File: config.mk
export PLATFORM = sky130hd
export DESIGN_NAME = mult_digito_serie
export DESIGN_NICKNAME = d
export VERILOG_FILES = /design/src/rtl/mult_digito_serie.sv
export SDC_FILE = /design/constraint.sdc
export NUM_CORES = 1
export LEC_CHECK = 0
export BUFFER_PORTS_ARGS = -buffer_cell sky130_fd_sc_hd__buf_2
export CORE_MARGIN = 1.5
export CORE_UTILIZATION = 32
export DETAILED_ROUTE_END_ITERATION = 8
export SLEW_MARGIN = 20
export SYNTH_ARGS = -nofsm -noshare
export SYNTH_HDL_FRONTEND = slang
export SYNTH_SLANG_ARGS = --single-unit
File: constraint.sdc
create_clock -name clock -period 18.49 [get_ports clock]
set_clock_uncertainty 0.1 [all_clocks]
set_input_delay 1.849 -clock clock [delete_from_list [all_inputs] [get_ports clock]]
set_output_delay 1.849 -clock clock [all_outputs]
set_load 0.05 [all_outputs]
File: src/rtl/mult_digito_serie.sv
// Digit-serial x parallel unsigned multiplier.
// Operand A arrives one size-bit digit per accepted cycle, least-significant
// digit first, straight from the upstream digit shifter. Operand B is latched
// on start. Each accepted digit adds its partial product at bit offset
// size*k, and the full-width product is published with a one-cycle done.
module mult_digito_serie #(
    parameter int size = 8,
    parameter int ndig = 4,
    parameter int wb   = 32
) (
    input  logic                     clock,
    input  logic                     reset,
    input  logic                     clear,
    input  logic                     start,
    input  logic [wb-1:0]            operando_b,
    input  logic [size-1:0]          entrada_serie,
    input  logic                     digito_valid,
    output logic                     enable_shift,
    output logic                     busy,
    output logic                     done,
    output logic [size*ndig+wb-1:0]  producto
);

    localparam int PW = size*ndig + wb;
    localparam int CW = (ndig > 1) ? $clog2(ndig) : 1;

    typedef enum logic [1:0] {
        IDLE = 2'd0,
        RUN  = 2'd1,
        DONE = 2'd2
    } state_t;

    state_t              state, state_next;
    logic [PW-1:0]       acc;
    logic [PW-1:0]       acc_next;
    logic [size+wb-1:0]  pp;
    logic [CW-1:0]       cnt;
    logic [wb-1:0]       b_lat;
    logic                accept;
    logic                last_digit;

    // Partial product of the current digit, placed at its digit offset.
    always_comb begin
        pp         = {{wb{1'b0}}, entrada_serie} * {{size{1'b0}}, b_lat};
        acc_next   = acc + (PW'(pp) << (size * int'(cnt)));
        accept     = (state == RUN) && digito_valid;
        last_digit = (cnt == CW'(ndig - 1));
    end

    // State register.
    always_ff @(posedge clock or negedge reset) begin
        if (!reset) state <= IDLE;
        else        state <= state_next;
    end

    // Next-state logic; clear returns to IDLE from anywhere without a done.
    always_comb begin
        state_next = state;
        if (!clear) begin
            state_next = IDLE;
        end else begin
            case (state)
                IDLE:    if (start) state_next = RUN;
                RUN:     if (accept && last_digit) state_next = DONE;
                DONE:    state_next = IDLE;
                default: state_next = IDLE;
            endcase
        end
    end

    // Datapath: latch B, accumulate partial products, publish the product.
    always_ff @(posedge clock or negedge reset) begin
        if (!reset) begin
            acc      <= '0;
            cnt      <= '0;
            b_lat    <= '0;
            producto <= '0;
        end else if (!clear) begin
            acc      <= '0;
            cnt      <= '0;
            b_lat    <= '0;
            producto <= '0;
        end else begin
            if (state == IDLE && start) begin
                b_lat <= operando_b;
                acc   <= '0;
                cnt   <= '0;
            end else if (accept) begin
                acc <= acc_next;
                cnt <= cnt + CW'(1);
                if (last_digit) producto <= acc_next;
            end
        end
    end

    // Status outputs decoded from the state; the shifter advances per accepted digit.
    always_comb begin
        enable_shift = accept;
        busy         = (state != IDLE);
        done         = (state == DONE);
    end

endmodule

Yosys cells after proc, flatten, opt, wreduce, memory -nomap -nowiden
Index checks and enable logic that the tools add are counted.
- input bits: 45
- latch bits: 0
- output and inout bits: 67
- logic and storage cells: 42
- flip-flop bits (word level): 164
- memories kept: 0
- bits in writable memories: 0
- memory bits (read-only): 0
- equality and inequality tests: 10
- divide/modulo/power cells: 0
- $lt $le $gt $ge: 0
- shifts and indexed selects: 1
- $mul: 1
- multiplexer cells: 16
- reductions and logical operators: 7
- bitwise gates (word level): 0
- add/subtract/negate cells: 2
- operators by type and width (kind ; count):
    $mux 64 ; 7
    $add 64x64->64 ; 1
    $mux 32 ; 2
    $shl 40x5->64 ; 1
    $mul 8x32->40 ; 1
    $mux 2 ; 6
    $ne 2x1->1 const B ; 3
    $eq 2x2->1 const B ; 2
    $pmux 2 s2 ; 1
    $logic_and 1x1->1 ; 3
    $ne 3x1->1 const B ; 1
    $ne 3x2->1 const B ; 1
    $ne 3x3->1 const B ; 1
    $reduce_and 3->1 ; 1
    $add 2x1->2 const B ; 1
    $eq 2x1->1 const B ; 1
    $logic_not 2->1 ; 1
    $ne 2x2->1 const B ; 1
    $reduce_and 2->1 ; 1
    $reduce_bool 2->1 ; 1

Depth between registers and ports, before layout
Gate-level depths: netlist (run 1).
- depth in word-level cells: 7
- mapped depth: 35
- mapped depth without buffers: 33

Least setup slack after synthesis (run 1)
No wires, ideal clock.
- path kind: in2reg
- start: in entrada_serie[2]
- end: reg producto[63]
- buffers on the path: 2
- stages on the path: 34
- data required time: 18.269 ns
- setup slack: 9.280 ns
- setup time: 0.121 ns
- arrival time: 8.989 ns
- cell sequence: clkbuf_1 > nand2_1 > fa_1 > fa_1 > inv_1 > fa_1 > inv_1 > fa_1 > inv_1 > ha_1 > or3_4 > a2111oi_2 > or4_1 > o211a_2 > nor2_1 > o21a_1 > o31ai_2 > a21oi_1 > or2_1 > a311oi_2 > mux2i_1 > ha_1 > clkbuf_1 > a21oi_1 > o21bai_1 > a21oi_1 > o22ai_1 > nor2_1 > or4b_2 > o21ai_1 > o21ai_0 > xor2_1 > xnor2_1 > a22o_1
- word-level cells in the longest chain between the ends: 7
- ends and longest elaborated chain (item ; line ; RTL):
    start, declared ; 16 ; input logic [size-1:0] entrada_serie,
    $mul 8x32->40 ; 44 ; pp = {{wb{1'b0}}, entrada_serie} * {{size{1'b0}}, b_lat};
    $shl 40x5->64 ; 45 ; acc_next = acc + (PW'(pp) << (size * int'(cnt)));
    $add 64x64->64 ; 45 ;
    $mux 64 ; 91 ; if (last_digit) producto <= acc_next;
    $mux 64 ; 88 ; end else if (accept) begin
    $mux 64 ; 84 ; if (state == IDLE && start) begin
    $mux 64 ; 78 ; end else if (!clear) begin
    end signal, assigned ; 91 ;
    end, declared ; 21 ; output logic [size*ndig+wb-1:0] producto
Every way passes these cells. The select of a mux whose other input is x is not followed.
A chain may end at the register's enable or synchronous reset.

Worst setup path in the final report (run 1)
- start: in entrada_serie[3]
- end: reg producto[63]
The elaborated chain is that of the path after synthesis.

==> results of run 1 <==
[worst paths after layout]
check                           cells past startpoint  slack [ns]            to
worst min-delay path                                2        0.39  producto[54]
worst max register to register                     32        9.69  producto[63]
max in group asynchronous                           2       15.47       acc[50]
min in group asynchronous                           1        1.37      b_lat[6]
worst max-delay path                               33        8.38  producto[63]
worst min register to register                      2        0.39  producto[54]
[kinds of logic (layout without fill, tap and decap cells)]
| kind of cell | after synthesis | after routing |
|---|---|---|
| adder cells (fa/ha/maj) | 312 | 312 |
| flip-flops | 164 | 164 |
| multiplexers | 22 | 22 |
| AND/OR/NAND/NOR | 806 | 806 |
| buffers and inverters | 307 | 352 |
| AO/OA/AOI/OAI | 530 | 530 |
| XOR/XNOR | 97 | 97 |
[area by class of cell]
class / instances / area (um^2) / area share, %
clock buffer: 17 / 425 / 2.06
clock inverter: 15 / 184 / 0.889
inverter: 196 / 736 / 3.56
multi-input combinational: 1767 / 13600 / 65.8
sequential: 164 / 4110 / 19.9
tap: 765 / 957 / 4.63
timing repair buffer: 124 / 662 / 3.20
[flip-flops by register name (all words and copies together), names as in the netlist]
name      count
cnt           2
state         2
acc          64
producto     64
b_lat        32
[synthesized netlist by cell type (5+ instances only)]
| cell | n | share of area, % |
|---|---|---|
| sky130_fd_sc_hd__o21ai_0 | 110 | 2.9 |
| sky130_fd_sc_hd__inv_1 | 194 | 3.9 |
| sky130_fd_sc_hd__nand4_1 | 19 | 0.63 |
| sky130_fd_sc_hd__nand2_1 | 349 | 6.9 |
| sky130_fd_sc_hd__a21o_1 | 44 | 1.7 |
| sky130_fd_sc_hd__buf_1 | 7 | 0.14 |
| sky130_fd_sc_hd__a22o_1 | 25 | 1.2 |
| sky130_fd_sc_hd__a21boi_0 | 52 | 2.1 |
| sky130_fd_sc_hd__fa_1 | 181 | 19 |
| sky130_fd_sc_hd__nand2b_1 | 5 | 0.17 |
| sky130_fd_sc_hd__nor2_1 | 93 | 1.8 |
| sky130_fd_sc_hd__dfrtp_1 | 164 | 22 |
| sky130_fd_sc_hd__a211oi_1 | 16 | 0.64 |
| sky130_fd_sc_hd__mux2i_1 | 20 | 1.1 |
| sky130_fd_sc_hd__a31oi_1 | 14 | 0.46 |
| sky130_fd_sc_hd__o22ai_1 | 8 | 0.27 |
| sky130_fd_sc_hd__or3_1 | 7 | 0.23 |
| sky130_fd_sc_hd__o31ai_1 | 8 | 0.32 |
| sky130_fd_sc_hd__nor3_1 | 22 | 0.58 |
| sky130_fd_sc_hd__nand3_1 | 51 | 1.4 |
| sky130_fd_sc_hd__o21a_1 | 18 | 0.72 |
| sky130_fd_sc_hd__nor2b_1 | 10 | 0.33 |
| sky130_fd_sc_hd__o21bai_1 | 18 | 0.72 |
| sky130_fd_sc_hd__xor2_1 | 34 | 1.6 |
| sky130_fd_sc_hd__and2_1 | 219 | 7.3 |
| sky130_fd_sc_hd__and3_1 | 11 | 0.36 |
| sky130_fd_sc_hd__clkbuf_1 | 100 | 2.0 |
| sky130_fd_sc_hd__o211ai_1 | 8 | 0.32 |
| sky130_fd_sc_hd__a21oi_1 | 162 | 4.3 |
| sky130_fd_sc_hd__xnor2_1 | 63 | 2.9 |
| sky130_fd_sc_hd__o21ai_1 | 10 | 0.27 |
| sky130_fd_sc_hd__ha_1 | 131 | 8.7 |
[metrics by stage]
| stage | power (W) | util (%) | hold slack (ns) | worst slack [ns] | std cells |
|---|---|---|---|---|---|
| 6_report | 0.00136 | 35.6 | 0.386 | 8.38 | 3048 |
| 5_1_grt | 0.00145 | 35.6 | 0.412 | 7.88 | 3048 |
| 4_1_cts | 0.00138 | 35.6 | 0.395 | 8.50 | 3048 |
| 3_5_place_dp | 0.000979 | 34.6 | 0.367 | 8.03 | 3016 |
| 3_3_place_gp | 0.000978 | 34.6 | 0.368 | 8.01 | 3016 |
| 2_1_floorplan | 0.000787 | - | 0.338 | 9.28 | 2238 |
[worst reg2reg max path: cells and delay by family, from the launching register on]
kind                     cells  cell delay (ns)
adder cells (fa/ha/maj)      6             2.77
buffers and inverters        3             0.16
AND/OR/NAND/NOR              7             1.79
multiplexers                 1             0.17
AO/OA/AOI/OAI               13             2.71
flip-flops                   1             0.56
XOR/XNOR                     2             0.48
[power by group through the flow]
stage	sequential, W	combinational (W)	clock, W
6_report	0.000381	0.000599	0.000383
5_1_grt	0.000383	0.000658	0.000409
4_1_cts	0.000381	0.000598	0.000400
3_5_place_dp	0.000388	0.000590	0
3_3_place_gp	0.000388	0.000590	0
2_1_floorplan	0.000380	0.000407	0
[per-layer routing]
| layer | vias to the layer above | wire length, um |
|---|---|---|
| met1 | 7983 | 26800 |
| met4 | 0 | 1100 |
| met5 | - | 0 |
| met3 | 73 | 2540 |
| met2 | 377 | 26700 |
| li1 | 7530 | - |
==> out/results.md, run 1 <==
| Item | This run | Unit |
| --- | --- | --- |
| Clock root buffer | sky130_fd_sc_hd__clkbuf_16 | - |
| Syn nets | 2595 | - |
| Source of the worst hold timing path | producto[54] | - |
| Power density of the placed cells | 65.9 | mW/mm^2 |
| Final TNS setup | 0 | ns |
| Total cell area at the placement stage | 0.0201 | mm^2 |
| Syn avg cell area | 8.44 | um^2 |
| Minimum clock period | 10.11 | ns |
| Multiplexer share of the synthesized area | 1.24 | % |
| Grt total ovfl | 0 | - |
| Worst path required time | 18.83 | ns |
| Number of warnings printed during yosys synthesis | 0 | - |
| Initial cell density of the core | 32.5 | % |
| Number of clock sinks | 164 | - |
| FFs w/ async S/R, synth | 100 | % |
| Area of all placed cells without fillers | 0.0207 | mm^2 |
| Initial drt markers | 996 | - |
| Slowest-stage cell, CP | sky130_fd_sc_hd__or4b_2 | - |
| Layout Nets | 2627 | - |
| Power share of the clock group | 28.1 | % |
| Met3 Use GR | 3.02 | % |
| Sequential share of power | 28.0 | % |
| Post-Synthesis Cells | 2238 | - |
| Tot GR Track Use | 19.5 | % |
| Pin count of the biggest net entering global routing | 103 | - |
| Rel. slew slack | 38.0 | % |
| Outcome | complete, no violations | - |
| Final Max Slew Viols | 0 | - |
| Highest attainable clock frequency | 99.0 | MHz |
| Most common library cell in the layout ignoring fill and taps | sky130_fd_sc_hd__nand2_1 | - |
| Fraction of final layout cells with drive strength greater than 1 | 8.02 | % |
| Number of buffers inserted to repair setup after CTS | 0 | - |
| Met2 track demand over resource in global routing | 30.9 | % |
| Power spent charging and discharging nets | 0.000600 | W |
| Max-cap violations | 0 | - |
| Ratio of final minimum period to clock period | 54.7 | % |
| Routability cong. | 0.914 | - |
| Static leakage | 10.1 | nW |
| Antenna-violating nets left | 0 | - |
| Max FO, Critical Path | 32 | - |
| Xor and xnor area share after synthesis | 4.50 | % |
| Standard-cell rows | 88 | - |
| Vert. Die Dim | 246 | um |
| Worst Tran Pin Value | 0.929 | ns |
| Post-synthesis simple-gate area fraction | 20.5 | % |
| Worst hold path type | reg2reg | - |
| N_diodes | 0 | - |
| CP startpoint kind | primary input | - |
| I/O pins | 112 | - |
| Bufs on Longest Clock Path | 2 | - |
| Worst voltage drop across the vdd grid | 0.0853 | mV |
| Number of buffers inserted for hold repair after clock tree synthesis | 0 | - |
| IO Port Bufs | 111 | - |
| Worst EP arrival | 10.44 | ns |
| Post-synthesis adder-cell area fraction | 27.9 | % |
| Worst Path Buf+Inv | 4 | - |
| Cell internal power dissipation | 0.000763 | W |
| Initial antenna violation count | 0 | - |
| TritonCTS clock tree | yes | - |
| Number of synthesized register bits | 164 | - |
| Number of global-route vias before repair | 16304 | - |
| # resized after CTS | 0 | - |
| Die W | 246 | um |
| Sequential element share of the synthesized area | 21.7 | % |
| Avg WL per Cell | 18.7 | um |
| GRT Max-Usage Layer | met2 | - |
| 1st-pass router iterations | 5 | - |
| DP Wirelength | 43800 | um |
| Launching instance or port of the critical path | entrada_serie[3] | - |
| Via count | 15963 | - |
| CP peak stage delay | 0.66 | ns |
| Setup repair after global routing missed its margin | false | - |
| Highest-count cells in the layout ignoring fill and taps | sky130_fd_sc_hd__nand2_1, sky130_fd_sc_hd__and2_1, sky130_fd_sc_hd__inv_1, sky130_fd_sc_hd__fa_1, sky130_fd_sc_hd__dfrtp_1 | - |
| Area growth from synthesis to final layout | 9.51 | % |
| Worst setup EP type | register | - |
| R2R Path Start | b_lat[5] | - |
| First-pass GRT wire length | 91900 | um |
| Comb pwr share | 43.9 | % |
| Setup violators final | 0 | - |
| Largest family of logic cells by synthesized area | adder cells | - |
| Yosys cell types | 76 | - |
| Switching share of power | 44.0 | % |
| Final-layout fill cell count | 5979 | - |
| Clock transition at the register clock pins on the worst setup and hold paths after CTS | 0.08 | ns |
| TritonCTS buffer count | 17 | - |
| Area of the core region | 0.0580 | mm^2 |
| Detailed Route WL | 57100 | um |
| GRT met1 Usage | 27.0 | % |
| Insertion delay to the later sink of the worst-skew pair | 0.51 | ns |
| Number of vias per cell | 5.24 | - |
| Number of hold violations in the final report | 0 | - |
| Largest delay share family, worst path | adder cells | - |
| Die Outline Area | 0.0605 | mm^2 |
| Cell seen most often among critical-path stages | sky130_fd_sc_hd__fa_1 | - |
| Fraction of the mapped netlist area in compound gates | 17.9 | % |
| Category of the critical setup timing path | in2reg | - |
| Most frequently used flop master after synthesis | sky130_fd_sc_hd__dfrtp_1 | - |
| Netlist area before placement | 0.0189 | mm^2 |
| Number of flops mapped to enable cells by yosys | 0 | - |
| CTS H-tree lvls | 4 | - |
| DR DRC count | 0 | - |
(Power assumes the default switching activity.)
==> run 2, diff against run 1 <==
- clock period: 18.49 -> 9.64 ns (I/O delays scaled with it)
==> out/results.md, run 2 (synthesized netlist as in run 1, its figures left out) <==
| Item | This run | Unit | Delta |
| --- | --- | --- | --- |
| Insertion delay to the later sink of the worst-skew pair | 0.51 | ns | about the same |
| Worst Setup Slack, final | 0.721 | ns | was 8.38 ns |
| Initial antenna violation count | 0 | - | unchanged |
| Fraction of final layout cells with drive strength greater than 1 | 8.89 | % | was 8.02% |
| Worst setup EP type | register | - | unchanged |
| TritonCTS buffer count | 17 | - | unchanged |
| Number of buffers inserted for hold repair after clock tree synthesis | 0 | - | unchanged |
| CP peak stage delay | 0.53 | ns | was 0.66 ns |
| Number of global-route vias before repair | 16450 | - | was 16304 |
| Worst path required time | 9.89 | ns | was 18.83 ns |
| Die Outline Area | 0.0605 | mm^2 | unchanged |
| CP startpoint kind | primary input | - | unchanged |
| Worst hold path type | in2async | - | was reg2reg |
| Clock root buffer | sky130_fd_sc_hd__clkbuf_16 | - | unchanged |
| Antenna-violating nets left | 0 | - | unchanged |
| Total placed cells including tap cells | 3038 | - | was 3016 |
| Worst voltage drop across the vdd grid | 0.159 | mV | was 0.0853 mV |
| Pin count of the biggest net entering global routing | 99 | - | was 103 |
| Setup slack at placement | 0.258 | ns | was 8.03 ns |
| Static leakage | 10.2 | nW | was 10.1 nW |
| Highest attainable clock frequency | 112 | MHz |  |
| Max-cap violations | 0 | - | unchanged |
| Highest-count cells in the layout ignoring fill and taps | sky130_fd_sc_hd__nand2_1, sky130_fd_sc_hd__and2_1, sky130_fd_sc_hd__inv_1, sky130_fd_sc_hd__fa_1, sky130_fd_sc_hd__dfrtp_1 | - | unchanged |
| Final standard cell count with taps included and fillers excluded | 3071 | - | was 3048 |
| Area growth from synthesis to final layout | 10.5 | % | was 9.51% |
| Setup violators final | 0 | - | unchanged |
| Slowest-stage cell, CP | sky130_fd_sc_hd__fa_1 | - | was sky130_fd_sc_hd__or4b_2 |
| Minimum clock period | 8.92 | ns |  |
| Setup repair after global routing missed its margin | false | - | unchanged |
| Rel. slew slack | 39.4 | % | was 38.0% |
| Grt total ovfl | 0 | - | unchanged |
| Routability cong. | 0.899 | - | was 0.914 |
| Worst Tran Pin Value | 0.910 | ns | was 0.929 ns |
| Power density of the placed cells | 126 | mW/mm^2 | was 65.9 mW/mm^2 |
| Ratio of final minimum period to clock period | 92.5 | % |  |
| Initial cell density of the core | 32.5 | % | unchanged |
| Bufs on Longest Clock Path | 2 | - | unchanged |
| Worst EP arrival | 9.17 | ns | was 10.44 ns |
| Initial drt markers | 983 | - | was 996 |
| Final Max Slew Viols | 0 | - | unchanged |
| Avg WL per Cell | 18.5 | um | was 18.7 um |
| Die W | 246 | um | unchanged |
| Number of vias per cell | 5.23 | - | was 5.24 |
| TritonCTS clock tree | yes | - | unchanged |
| DR DRC count | 0 | - | unchanged |
| I/O pins | 112 | - | unchanged |
| N_diodes | 0 | - | unchanged |
| Standard-cell rows | 88 | - | unchanged |
| CTS H-tree lvls | 4 | - | unchanged |
| 1st-pass router iterations | 5 | - | unchanged |
| Via count | 16067 | - | was 15963 |
| Cell seen most often among critical-path stages | sky130_fd_sc_hd__fa_1 | - | unchanged |
| Detailed Route WL | 56900 | um | was 57100 um |
| Number of buffers inserted to repair setup after CTS | 0 | - | unchanged |
| Final-layout fill cell count | 5999 | - | was 5979 |
| Category of the critical setup timing path | in2reg | - | unchanged |
| Hold_ws | 0.344 | ns | was 0.386 ns |
| # resized after CTS | 0 | - | unchanged |
| Number of clock sinks | 164 | - | unchanged |
| Area of the core region | 0.0580 | mm^2 | unchanged |
| Vert. Die Dim | 246 | um | unchanged |
| Layout Nets | 2650 | - | was 2627 |
| DP Wirelength | 44000 | um | was 43800 um |
| Clock transition at the register clock pins on the worst setup and hold paths after CTS | 0.07 | ns | was 0.08 ns |
| Most common library cell in the layout ignoring fill and taps | sky130_fd_sc_hd__nand2_1 | - | unchanged |
| Number of hold violations in the final report | 0 | - | unchanged |
| Total Power Consumption | 0.00263 | W | was 0.00136 W |
| First-pass GRT wire length | 92300 | um | was 91900 um |
| Outcome | complete, no violations | - | unchanged |
| Max FO, Critical Path | 18 | - | was 32 |
| Tot GR Track Use | 19.4 | % | was 19.5% |
| IO Port Bufs | 111 | - | unchanged |
| Largest registers in the final layout | acc: 64 flops, producto: 64 flops, b_lat: 32 flops | - | unchanged |
| Final TNS setup | 0 | ns | unchanged |
run 2: final timing paths:
kind / cells after the start / slack (ns) / to / start
max in group asynchronous: 2 / 7.70 / acc[54] / reset
min in group clock: 2 / 0.39 / producto[55] / producto[55]
worst min-delay path: 1 / 0.34 / b_lat[4] / reset
worst min register to register: 2 / 0.39 / producto[55] / producto[55]
worst max-delay path: 32 / 0.72 / producto[62] / entrada_serie[3]
worst max register to register: 31 / 0.95 / producto[62] / b_lat[10]
run 2: area by class of cell:
type                       instances  area [um^2]  share of cell area [%]
inverter                         196          736                    3.53
sequential                       164         4110                    19.7
clock buffer                      19          443                    2.12
tap                              765          957                    4.59
clock inverter                    13          159                   0.762
timing repair buffer             147          852                    4.08
multi-input combinational       1767        13600                    65.2
run 2: layer usage:
layer | wire (um) | vias to the layer above | global-route usage [%]
met1 | 26400 | 7965 | 26.9
li1 | - | 7575 | -
met2 | 26400 | 437 | 30.8
met3 | 2480 | 90 | 2.56
met5 | 0 | - | 0
met4 | 1530 | 0 | 6.96
run 2: stage by stage:
| stage | util [%] | instance area, um^2 |
|---|---|---|
| after global placement | 34.9 | 20200 |
| after global routing | 36.0 | 20900 |
| after floorplan | - | 18900 |
| final | 36.0 | 20900 |
| after detailed placement | 34.9 | 20200 |
| after CTS | 35.9 | 20800 |
run 2: report_power, final:
| part | internal, W | total (W) | switching (W) |
|---|---|---|---|
| Sequential | 0.000704 | 0.000731 | 0.0000278 |
| Clock | 0.000376 | 0.000728 | 0.000352 |
| Combinational | 0.000408 | 0.00117 | 0.000762 |
| Total | 0.00149 | 0.00263 | 0.00114 |
run 2: critical path: cells and delay by family:
kind                     cells  cell delay, ns
AO/OA/AOI/OAI               13            2.82
XOR/XNOR                     2            0.53
adder cells (fa/ha/maj)      6            2.70
buffers and inverters        4            0.59
AND/OR/NAND/NOR              7            1.54
